<file path="config.mk">
export PLATFORM = sky130hd
export DESIGN_NAME = zion_rr_grant_idx
export DESIGN_NICKNAME = d
export VERILOG_FILES = /design/src/rtl/zion_rr_grant_idx.sv
export SDC_FILE = /design/constraint.sdc
export NUM_CORES = 1
export LEC_CHECK = 0
export ABC_AREA = 1
export CELL_PAD_IN_SITES_DETAIL_PLACEMENT = 2
export CELL_PAD_IN_SITES_GLOBAL_PLACEMENT = 2
export CORE_ASPECT_RATIO = 0.9
export CORE_MARGIN = 3
export CORE_UTILIZATION = 23
export DETAILED_ROUTE_END_ITERATION = 16
export GPL_TIMING_DRIVEN = 0
export PLACE_DENSITY = 0.69
export SYNTH_ARGS = -nofsm -noshare
export SYNTH_HDL_FRONTEND = slang
export SYNTH_SLANG_ARGS = --single-unit
</file>
<file path="constraint.sdc">
create_clock -name clk -period 1.3 [get_ports clk]
set_input_delay 0.39 -clock clk [delete_from_list [all_inputs] [get_ports clk]]
set_output_delay 0.39 -clock clk [all_outputs]
set_load 0.01 [all_outputs]
</file>
<file path="src/rtl/zion_rr_grant_idx.sv">
`default_nettype none
// ============================================================================
// Module      : zion_rr_grant_idx
// Description : Round-robin arbiter that registers the winning requester as a
//               binary index (plus a constant offset) behind a one-entry
//               valid/ready output stage.
// Revision    : 1.0 - initial release
// ============================================================================
module zion_rr_grant_idx #(
  parameter int NUM_REQ        = 4,
  parameter int IDX_BASE       = 0,
  parameter int WIDTH_IDX      = ($clog2(NUM_REQ + IDX_BASE) < 1) ? 1 : $clog2(NUM_REQ + IDX_BASE),
  parameter bit CHECK_ERR_EXIT = 1'b0
) (
  input  logic                 clk,
  input  logic                 rst_n,
  input  logic                 iClr,
  input  logic [NUM_REQ-1:0]   iReq,
  output logic                 oVld,
  input  logic                 iRdy,
  output logic [WIDTH_IDX-1:0] oIdx
);

  // Pointer width; NUM_REQ is at least 2 for any legal build.
  localparam int PTR_W = (NUM_REQ > 1) ? $clog2(NUM_REQ) : 1;
  localparam longint IDX_SPAN = longint'(NUM_REQ) + longint'(IDX_BASE);

  // --------------------------------------------------------------------------
  // Parameter sanity: illegal builds are reported during elaboration.
  // $fatal is used when CHECK_ERR_EXIT is set so elaboration stops outright.
  // --------------------------------------------------------------------------
  generate
    if (NUM_REQ < 2) begin : g_err_num_req
      if (CHECK_ERR_EXIT) begin : g_exit
        $fatal(1, "zion_rr_grant_idx: NUM_REQ (%0d) must be at least 2", NUM_REQ);
      end else begin : g_report
        $error("zion_rr_grant_idx: NUM_REQ (%0d) must be at least 2", NUM_REQ);
      end
    end
    if ((WIDTH_IDX < 62) && ((64'sd1 <<< WIDTH_IDX) < IDX_SPAN)) begin : g_err_width
      if (CHECK_ERR_EXIT) begin : g_exit
        $fatal(1, "zion_rr_grant_idx: WIDTH_IDX (%0d) too small for NUM_REQ+IDX_BASE (%0d)",
               WIDTH_IDX, IDX_SPAN);
      end else begin : g_report
        $error("zion_rr_grant_idx: WIDTH_IDX (%0d) too small for NUM_REQ+IDX_BASE (%0d)",
               WIDTH_IDX, IDX_SPAN);
      end
    end
  endgenerate

  typedef enum logic [0:0] {
    EMPTY = 1'b0,
    FULL  = 1'b1
  } state_t;

  state_t               state_q, state_d;
  logic [PTR_W-1:0]     ptr_q, ptr_d;
  logic [WIDTH_IDX-1:0] idx_q, idx_d;

  logic                 w_found;
  logic [PTR_W-1:0]     w_grant;
  logic [PTR_W:0]       w_cand_wide;
  logic [PTR_W-1:0]     w_cand;
  logic                 w_load_slot;

  // Priority search: walk ptr, ptr+1, ... with explicit modulo wrap so the
  // candidate never reaches NUM_REQ for non-power-of-two sizes.
  always_comb begin
    w_found     = 1'b0;
    w_grant     = '0;
    w_cand_wide = '0;
    w_cand      = '0;
    for (int k = 0; k < NUM_REQ; k++) begin
      w_cand_wide = {1'b0, ptr_q} + (PTR_W+1)'(k);
      if (w_cand_wide >= (PTR_W+1)'(NUM_REQ)) begin
        w_cand_wide = w_cand_wide - (PTR_W+1)'(NUM_REQ);
      end
      w_cand = w_cand_wide[PTR_W-1:0];
      if (!w_found && iReq[w_cand]) begin
        w_found = 1'b1;
        w_grant = w_cand;
      end
    end
  end

  // Next-state: clear wins, then a load slot either captures a grant or
  // drains to EMPTY; a stalled FULL entry holds everything.
  always_comb begin
    state_d     = state_q;
    ptr_d       = ptr_q;
    idx_d       = idx_q;
    w_load_slot = (state_q == EMPTY) || iRdy;
    if (iClr) begin
      state_d = EMPTY;
      ptr_d   = '0;
      idx_d   = '0;
    end else if (w_load_slot) begin
      if (w_found) begin
        state_d = FULL;
        idx_d   = WIDTH_IDX'(w_grant) + WIDTH_IDX'(IDX_BASE);
        ptr_d   = (w_grant == PTR_W'(NUM_REQ - 1)) ? '0 : (w_grant + PTR_W'(1));
      end else begin
        state_d = EMPTY;
      end
    end
  end

  // State, pointer and output index registers with asynchronous reset.
  always_ff @(posedge clk or negedge rst_n) begin
    if (!rst_n) begin
      state_q <= EMPTY;
      ptr_q   <= '0;
      idx_q   <= '0;
    end else begin
      state_q <= state_d;
      ptr_q   <= ptr_d;
      idx_q   <= idx_d;
    end
  end

  assign oVld = (state_q == FULL);
  assign oIdx = idx_q;

endmodule
`default_nettype wire

</file>
==> flow_metrics.env <==
export IMPL_clk_pin_slew_worst_paths_ns=0.05
export IMPL_async_flop_share=1.000
export IMPL_track_usage=0.1594
export IMPL_portBuffers=10
export IMPL_worstPathRequired_ns=1.45
export IMPL_synth_top_area_frac=0.2273
export IMPL_core_area_mm2=0.002222
export IMPL_critical_path_top_delay_family="simple AND/OR/NAND/NOR gates"
export IMPL_wl_um=2542
export IMPL_worstHoldPathType="in2async"
export IMPL_placed_area_um2=686.9
export IMPL_grt_max_degree=9
export IMPL_h_tree_depth=1
export IMPL_timing_final_ws_setup_ns=-0.3555
export IMPL_grt_pass1_vias=759
export IMPL_crit_buf_inv=2
export IMPL_reg2regPathDepth=11
export IMPL_crit_type="reg2reg"
export IMPL_crit_fanout=5
export IMPL_dieArea_mm2=0.003018
export IMPL_drt_iter0_drc=10
export IMPL_ys_seq_area_frac=0.2273
export IMPL_status="finished, violations left"
export IMPL_viasPerCell=4.818
export IMPL_r2r_end="ptr_q[1]"
export IMPL_die_h_um=52.42
export IMPL_num_io_pins=11
export IMPL_worst_pin_slew_ns=0.2576
export IMPL_cp_startpoint="ptr_q[1]"
export IMPL_pre_cts_ws_ns=-0.6703
export IMPL_firstDrtPassIters=3
export IMPL_maxCapViolCount=0
export IMPL_synth_area_mux_share=0
export IMPL_synth_commonest_cells="nand2_1, nand2_2, inv_1, nand3_1, nand3_2"
export IMPL_drc=0
export IMPL_synth_top_family_by_area="simple AND/OR/NAND/NOR gates"
export IMPL_p_leak_nw=0.5138
export IMPL_nets=125
export IMPL_clk_path_buf_depth=2
export IMPL_violations="negative setup slack"
export IMPL_antenna_found_initial=0
export IMPL_n_antenna_cell=0
export IMPL_cts_num_sinks=5
export IMPL_power_density_mw_per_mm2=2273
export IMPL_synth_fp_nets=94
export IMPL_r2r_start="ptr_q[1]"
export IMPL_area_growth_syn_to_layout_pct=84.09
export IMPL_clock_latency_ns=0.26
export IMPL_vias=689
export IMPL_finalCritPeriodShare=1.273
export IMPL_final_hold_viol_count=0
export IMPL_cts_tree="yes"
export IMPL_yosysUniqueCellTypes=17
export IMPL_synth_xor_area_frac=0
export IMPL_finalMaxSlewViolations=0
export IMPL_initial_utilization=0.2477
export IMPL_cts_buffers=3
export IMPL_grt_overflow=0
export IMPL_fin_area_mm2=0.001013
export IMPL_synth_compound_area_frac=0.08864
export IMPL_crit_path_end_kind="register"
export IMPL_grt_pass1_wl_um=3588
export IMPL_crit_slowest_cell="dfrtp_2"
export IMPL_rsz0062_at_grt="true"
export IMPL_ir_drop_uv=945.2
export IMPL_antenna_left=0
export IMPL_cp_cell_sequence="buf_4, nand2_4, nand2_4, nand2_4, nand2_2, nor2_4, nand4_1, nand2_2, inv_1, nand2_1, nand3_2"
export IMPL_yosys_area_top_type="dfrtp_1"
export IMPL_synth_simple_area_share=0.5886
export IMPL_wire_per_inst_um=17.78
export IMPL_fillers=246
export IMPL_critPathMostFrequentCell="nand2_4"
export IMPL_synth_area_leaders="dfrtp_1, nand2_1, nand2_2, nand3_2, nand3_1"
export IMPL_synth_edf_count=0
export IMPL_num_rows=16
export IMPL_worstPathArrival_ns=1.80
export IMPL_cts_root_buf="clkbuf_4"
export IMPL_maxSlewHeadroom=0.8277
export IMPL_gp_congestion=0.7277
export IMPL_synth_fa_ha_area_frac=0
export IMPL_syn_area_per_cell_um2=6.401
export IMPL_fin_skew_ns=0.005360
export IMPL_hpwl_um=1462
export IMPL_min_period_ns=1.655
export IMPL_synthCells=86
export IMPL_synth_most_common_cell="nand2_1"
export IMPL_die_w_um=57.57
export IMPL_cp_slowest_stage_delay_ns=0.46
export IMPL_syn_area_um2=550.5
export IMPL_yosysWarnings=0
export IMPL_synth_main_ff_cell="dfrtp_1"
export IMPL_ys_ff_latch=5
export IMPL_drive_gt1_frac=0.6379
export IMPL_setup_viol=5
export IMPL_fmax_ghz=0.6041
export IMPL_cp_start_kind="register"
export IMPL_ff2ff_setup_slack_ns=-0.36
[power by group]
part           switching [W]  internal, W  leakage [nW]  total (W)
sequential         0.0000661     0.000217        0.0620   0.000283
combinational        0.00107     0.000752         0.437    0.00182
clock              0.0000820     0.000117        0.0150   0.000199
total                0.00122      0.00109         0.514    0.00230
[sequential cells by signal (all words and copies together), names as in the netlist]
register  cells
oVld          1
ptr_q         2
oIdx          2
[per-layer routing]
layer  track usage  wire (um)  up-vias
met5             0          0        -
met2        0.2838       1296        4
met4       0.02317          9        0
met1        0.1985       1203      351
li1              -          -      332
met3       0.03695         32        2
[placed cells by master, fill, tap and decap left out]
cell | netlist | final
nand2_1 | 28 | 11
nand3_4 | 0 | 3
buf_8 | 0 | 1
dfrtp_2 | 0 | 2
buf_6 | 1 | 3
o21ai_4 | 0 | 1
inv_1 | 8 | 5
clkinv_4 | 0 | 1
nor2_2 | 1 | 2
nand3_1 | 7 | 5
inv_2 | 3 | 5
nand3_2 | 6 | 5
nor2_4 | 1 | 2
o21ai_0 | 3 | 1
clkdlybuf4s50_1 | 0 | 3
o21ai_1 | 3 | 5
nand2_4 | 1 | 14
dlygate4sd2_1 | 0 | 4
nand4_1 | 1 | 1
buf_4 | 0 | 13
clkbuf_1 | 0 | 1
clkbuf_4 | 0 | 3
dfrtp_1 | 5 | 3
clkdlybuf4s15_1 | 0 | 3
a21oi_2 | 0 | 2
nand2_2 | 13 | 17
[layout make-up]
type | instances | area [um^2] | area share
Inverter | 11 | 46.29 | 0.04568
Tap cell | 27 | 33.78 | 0.03333
Sequential cell | 5 | 127.6 | 0.1259
Buffer | 1 | 15.01 | 0.01481
Timing Repair Buffer | 26 | 226.5 | 0.2235
Multi-Input combinational cell | 69 | 538.0 | 0.5309
Clock buffer | 4 | 26.28 | 0.02593
[what timing repair did]
item	4_1_cts	5_1_grt
gates resized for setup	41	23
buffers inserted	9	7
hold endpoints to repair	0	0
hold buffers	0	0
pin swaps	25	14
endpoints found under the setup margin	8	6
[cell families (layout without fill, tap and decap cells)]
| group | Yosys count | in the layout |
|---|---|---|
| simple gates | 60 | 60 |
| compound gates | 9 | 9 |
| flops | 5 | 5 |
| buf+inv | 12 | 42 |
[stage by stage]
step / total power, W / TNS (ns) / utilization / cells / hold slack, ns
CTS: 0.001920 / -1.335 / 0.3936 / 136 / 0.3633
finish: 0.002304 / -1.460 / 0.4561 / 143 / 0.3615
floorplan: 0.001049 / -0.1069 / - / 86 / 0.09441
detailed placement: 0.001354 / -2.901 / 0.3091 / 123 / 0.5235
global placement: 0.001296 / -2.652 / 0.3091 / 123 / 0.5099
global route: 0.002482 / -1.917 / 0.4561 / 143 / 0.3707
[worst max-delay path by stage]
stage	cells after the start	endpoint	slack, ns
final	11	ptr_q[1]	-0.36
after global placement	11	ptr_q[1]	-0.62
after global routing	11	ptr_q[1]	-0.45
after detailed placement	11	ptr_q[1]	-0.67
after floorplan	11	ptr_q[1]	-0.08
after CTS	13	ptr_q[1]	-0.33
Power figures use the tool's default switching activity.
